### config.mk
export PLATFORM = sky130hd
export DESIGN_NAME = multi_counter
export DESIGN_NICKNAME = d
export VERILOG_FILES = /design/src/rtl/multi_counter.sv
export SDC_FILE = /design/constraint.sdc
export NUM_CORES = 1
export LEC_CHECK = 0
export ABC_AREA = 1
export CAP_MARGIN = 10
export CORE_AREA = 2 2 111 113
export CTS_CLUSTER_DIAMETER = 150
export DETAILED_ROUTE_END_ITERATION = 10
export DIE_AREA = 0 0 113 115
export PLACE_DENSITY = 0.65
export SETUP_SLACK_MARGIN = 0.4
export SYNTH_ARGS = -nofsm -noshare
export SYNTH_HDL_FRONTEND = slang
export SYNTH_SLANG_ARGS = --single-unit
export TNS_END_PERCENT = 30
### constraint.sdc
create_clock -name clk -period 5.1 [get_ports clk]
set_input_delay 1.275 -clock clk [delete_from_list [all_inputs] [get_ports clk]]
set_output_delay 1.275 -clock clk [all_outputs]
set_load 0.05 [all_outputs]
### src/rtl/multi_counter.sv
// ============================================================================
// Module   : multi_counter
// Purpose  : Multi-channel up/down event counter with wrap/saturate modes,
//            sticky overflow flags and a read-and-clear port.
// Revision : 1.0  initial release
// ============================================================================
`default_nettype none

module multi_counter #(
  parameter int NCH_P   = 4,
  parameter int WIDTH_P = 8,
  parameter int INC_W_P = 4,
  parameter int SAT_P   = 0,
  parameter int SEL_W_P = 2
) (
  input  logic                       clk,
  input  logic                       reset,
  input  logic [NCH_P-1:0]           en,
  input  logic [NCH_P-1:0]           dir,
  input  logic [NCH_P*INC_W_P-1:0]   inc,
  input  logic [NCH_P-1:0]           clr,
  input  logic [SEL_W_P-1:0]         rd_sel,
  input  logic                       rd_clr,
  output logic [NCH_P*WIDTH_P-1:0]   val,
  output logic [NCH_P-1:0]           non_zero,
  output logic [NCH_P-1:0]           ovf,
  output logic [WIDTH_P-1:0]         rd_val,
  output logic                       rd_vld
);

  logic [WIDTH_P-1:0] r_val [NCH_P];
  logic               r_ovf [NCH_P];
  logic [WIDTH_P-1:0] r_rd_val;
  logic               r_rd_vld;
  logic [WIDTH_P-1:0] w_rd_data;

  // Returns {event, next value}; the extra top bit is carry (up) or borrow (down).
  function automatic logic [WIDTH_P:0] f_step(input logic [WIDTH_P-1:0] x,
                                              input logic               up,
                                              input logic [INC_W_P-1:0] d);
    logic [WIDTH_P:0] s;
    logic [WIDTH_P:0] dz;
    dz = {{(WIDTH_P+1-INC_W_P){1'b0}}, d};
    s  = up ? ({1'b0, x} + dz) : ({1'b0, x} - dz);
    if (s[WIDTH_P] && (SAT_P != 0)) begin
      s[WIDTH_P-1:0] = up ? {WIDTH_P{1'b1}} : {WIDTH_P{1'b0}};
    end
    return s;
  endfunction

  generate
    for (genvar i = 0; i < NCH_P; i++) begin : g_ch
      logic             w_hit;
      logic [WIDTH_P:0] w_nxt;

      assign w_hit = rd_clr && (rd_sel == SEL_W_P'(i));
      // A read-and-clear restarts from zero so a same-cycle event is kept.
      assign w_nxt = f_step(w_hit ? {WIDTH_P{1'b0}} : r_val[i], dir[i],
                            inc[i*INC_W_P +: INC_W_P]);

      always_ff @(posedge clk or posedge reset) begin
        if (reset) begin
          r_val[i] <= '0;
          r_ovf[i] <= 1'b0;
        end else if (clr[i]) begin
          r_val[i] <= '0;
          r_ovf[i] <= 1'b0;
        end else if (w_hit) begin
          r_val[i] <= en[i] ? w_nxt[WIDTH_P-1:0] : {WIDTH_P{1'b0}};
          r_ovf[i] <= en[i] & w_nxt[WIDTH_P];
        end else if (en[i]) begin
          r_val[i] <= w_nxt[WIDTH_P-1:0];
          r_ovf[i] <= r_ovf[i] | w_nxt[WIDTH_P];
        end
      end

      assign val[i*WIDTH_P +: WIDTH_P] = r_val[i];
      assign non_zero[i]               = |r_val[i];
      assign ovf[i]                    = r_ovf[i];
    end
  endgenerate

  // Out-of-range selects and channels cleared this cycle read as zero.
  always_comb begin
    w_rd_data = '0;
    for (int i = 0; i < NCH_P; i++) begin
      if ((rd_sel == SEL_W_P'(i)) && !clr[i]) begin
        w_rd_data = r_val[i];
      end
    end
  end

  always_ff @(posedge clk or posedge reset) begin
    if (reset) begin
      r_rd_val <= '0;
      r_rd_vld <= 1'b0;
    end else begin
      r_rd_vld <= rd_clr;
      if (rd_clr) begin
        r_rd_val <= w_rd_data;
      end
    end
  end

  assign rd_val = r_rd_val;
  assign rd_vld = r_rd_vld;

endmodule

`default_nettype wire
==> metrics <==
Core Rows 40; GP Congestion between 0.9 and 1; design area approximately 0.0052 sq mm; post-DP HPWL ~9300 um; R2R Setup Slk 3.15 ns; crit path kind in2reg; Max Transition Viols Final 0; min cycle time layout approximately 3.8 ns; Seq/Total Area, Yosys between 20% and 30%; DRC viols 8; Longest Clk Path Bufs 2; Layout area overhead 29.0%; TritonCTS Sinks 45; first-pass GRT wire length between 15000 and 20000 um; worst r2r src val[16]; initial core utilization approximately a third; PnR worst setup slack about 1.3 ns; met2 GRT Util a little under a third; Clock Latency Late Sink around 0.28 ns; Vert. Die Dim about 120 um; clk slew on worst S/H paths 0.07 ns; total global-route track usage about 18%; number of global-route vias before repair roughly 4000; Total Wirelength 11300 um; Placed Cells between 800 and 900; routing usage on met1 23.1%; DP Area roughly 0.0050 sq mm; crit-path max FO 19; io pins between 80 and 90; Post-CTS Resized 0; final setup fails 0; syn nets ~670; Worst setup EP type flop; fmax 264 MHz; Data required, critical path approximately 5.3 ns; CTS tree done; Leakage 2.80 nW; worst-margin pin slew just over 0.9 ns; RSZ-0062 raised after global routing false; initial antenna violation count 0; ys flop type dfrtp_1; Yosys reg bits 45; ANT cells 0; slew margin rel. 37.7%; layout cells sized above 1 under 10%; post-route insts no fill 829; setup TNS 0 ns; Die X between 100 and 150 um; pre-CTS WS 1.05 ns; Cells after Synth roughly 600; failing checks design-rule violations; vias per cell 5.03; die area approximately 0.013 sq mm; critical path arrival between 3 and 4 ns; cell count of the worst hold path 1; busiest layer in global routing met2; synth warn 0; Cell variety after synth 30; Tcrit/Tclk final between 70% and 80%; Reg2Reg Capture Point val[20]; Clock Skew between 0.006 and 0.007 ns; GR Util met3 approximately 1.8%; core area about 0.012 sq mm; syn avg cell area just under 7 sq um; maximum VDD drop between 0.15 and 0.2 mV; Post-CTS Hold Buffers 0; status finished, violations left; GRT overflow 0; drt wl/cell ~14 um; Antenna Nets Post-Route 0; CP startpoint kind input port; 1st-iter DRT viols about 190; r2r worst-path depth 9; hold_sp rd_val[2]; CTS buffer count 5; setup bufs post-CTS 0; 1st-pass router iterations 8; post-layout net count about 760; Vias 4171; Hold EP rd_val[2]; Max Cap Viol 0; HP Class reg2reg; PwrDens approximately 300 mW/mm^2; Async SR Flop Fraction 100%; synthesized area 0.00401 sq mm; number of synthesized flops with an enable pin 0; largest net degree at the start of global routing 46; H-tree lvl count 2; Root Buffer clkbuf_16; Final Hold Viols 0; Port Buffers 81
worst max-delay path, cell delays in order:
cell and delay (ns):
clkdlybuf4s50_1 0.86, inv_1 0.23, nor3_4 0.37, nor2_1 0.08, ha_1 0.22, fa_1 0.40
nand3_1 0.09, nand2_1 0.10, nand2_1 0.09, nand3b_1 0.07, nand3_1 0.08, o21ai_0 0.07
layout by cell type, fill, tap and decap left out, types with 4 or more instances in the layout:
| master | count |
|---|---|
| nand2_1 | 206 |
| inv_1 | 91 |
| clkdlybuf4s50_1 | 81 |
| nand3_1 | 45 |
| dfrtp_1 | 45 |
| ha_1 | 40 |
| nor2_1 | 37 |
| o21ai_0 | 28 |
| a21oi_1 | 22 |
| nand3b_1 | 8 |
| o22a_1 | 7 |
| inv_2 | 6 |
| o22ai_1 | 6 |
| o21a_1 | 6 |
| nor3_1 | 6 |
| nor4_1 | 6 |
| xor2_1 | 5 |
| a22o_1 | 5 |
| clkbuf_16 | 5 |
| xnor2_1 | 4 |
| fa_1 | 4 |
power by group:
part | internal (mW) | switching [mW]
registers | 0.396 | 0.0555
logic | 0.241 | 0.427
clock network | 0.280 | 0.136
Yosys cell counts (2+ instances only):
cell,count,area [sq um]
nand3_1,45,225
dfrtp_1,45,1130
a21oi_1,22,110
fa_1,4,80.1
ha_1,40,500
xnor2_1,4,35.0
inv_2,5,18.8
nor2_1,37,139
a22o_1,5,43.8
nand3b_1,8,60.1
nand3_2,3,30.0
nor4_1,6,37.5
nor3_4,2,32.5
o22a_1,7,61.3
nor3_1,6,30.0
nand2_1,206,773
or2_2,3,18.8
o21a_1,6,45.0
inv_1,92,345
xor2_1,5,43.8
nor3_2,2,20.0
nand4_1,3,18.8
o21ai_0,28,140
o22ai_1,6,37.5
stage by stage:
step / power [mW] / util (%) / hold slack, ns
after floorplan: 0.903 / - / 0.766
after global placement: 1.11 / 42.2 / 0.494
after detailed placement: 1.12 / 42.2 / 0.501
after CTS: 1.54 / 43.8 / 0.516
after global routing: 1.63 / 43.8 / 0.545
final: 1.54 / 43.8 / 0.511
worst max-delay path by stage:
stage / end / cells past startpoint / slack, ns / startpoint
after floorplan: val[14] / 14 / 2.07 / rd_clr
after global placement: val[6] / 12 / 1.13 / rd_clr
after detailed placement: val[20] / 11 / 1.05 / rd_clr
after CTS: val[20] / 11 / 1.35 / rd_clr
after global routing: ovf[2] / 15 / 1.03 / rd_clr
final: val[6] / 12 / 1.31 / rd_clr
area by class of cell:
class / instances / area (sq um)
Fill cell: 1215 / 6630
Multi-Input combinational cell: 451 / 2500
Sequential cell: 45 / 1130
Inverter: 97 / 364
Timing Repair Buffer: 81 / 811
Clock inverter: 3 / 65.1
Clock buffer: 5 / 125
Tap cell: 147 / 184
cells by family after synthesis:
family                   count (synthesis)  synth area share (%)
XOR/XNOR                                 9                  1.96
AO/OA/AOI/OAI                           75                  11.1
flip-flops                              45                  28.1
buffers and inverters                  100                  9.57
AND/OR/NAND/NOR                        323                  34.8
adder cells (fa/ha/maj)                 44                  14.5
sequential cells by signal (all words and copies together), names as in the netlist:
signal  cells
val        32
rd_vld      1
ovf         4
rd_val      8
per-layer routing:
layer,share of wire [%],wire length (um),vias to the layer above
met5,0,0,-
met4,1.8,204,0
met3,4.1,461,12
met2,48,5390,104
met1,46,5220,1958
li1,-,-,2097
(Power assumes the default switching activity.)
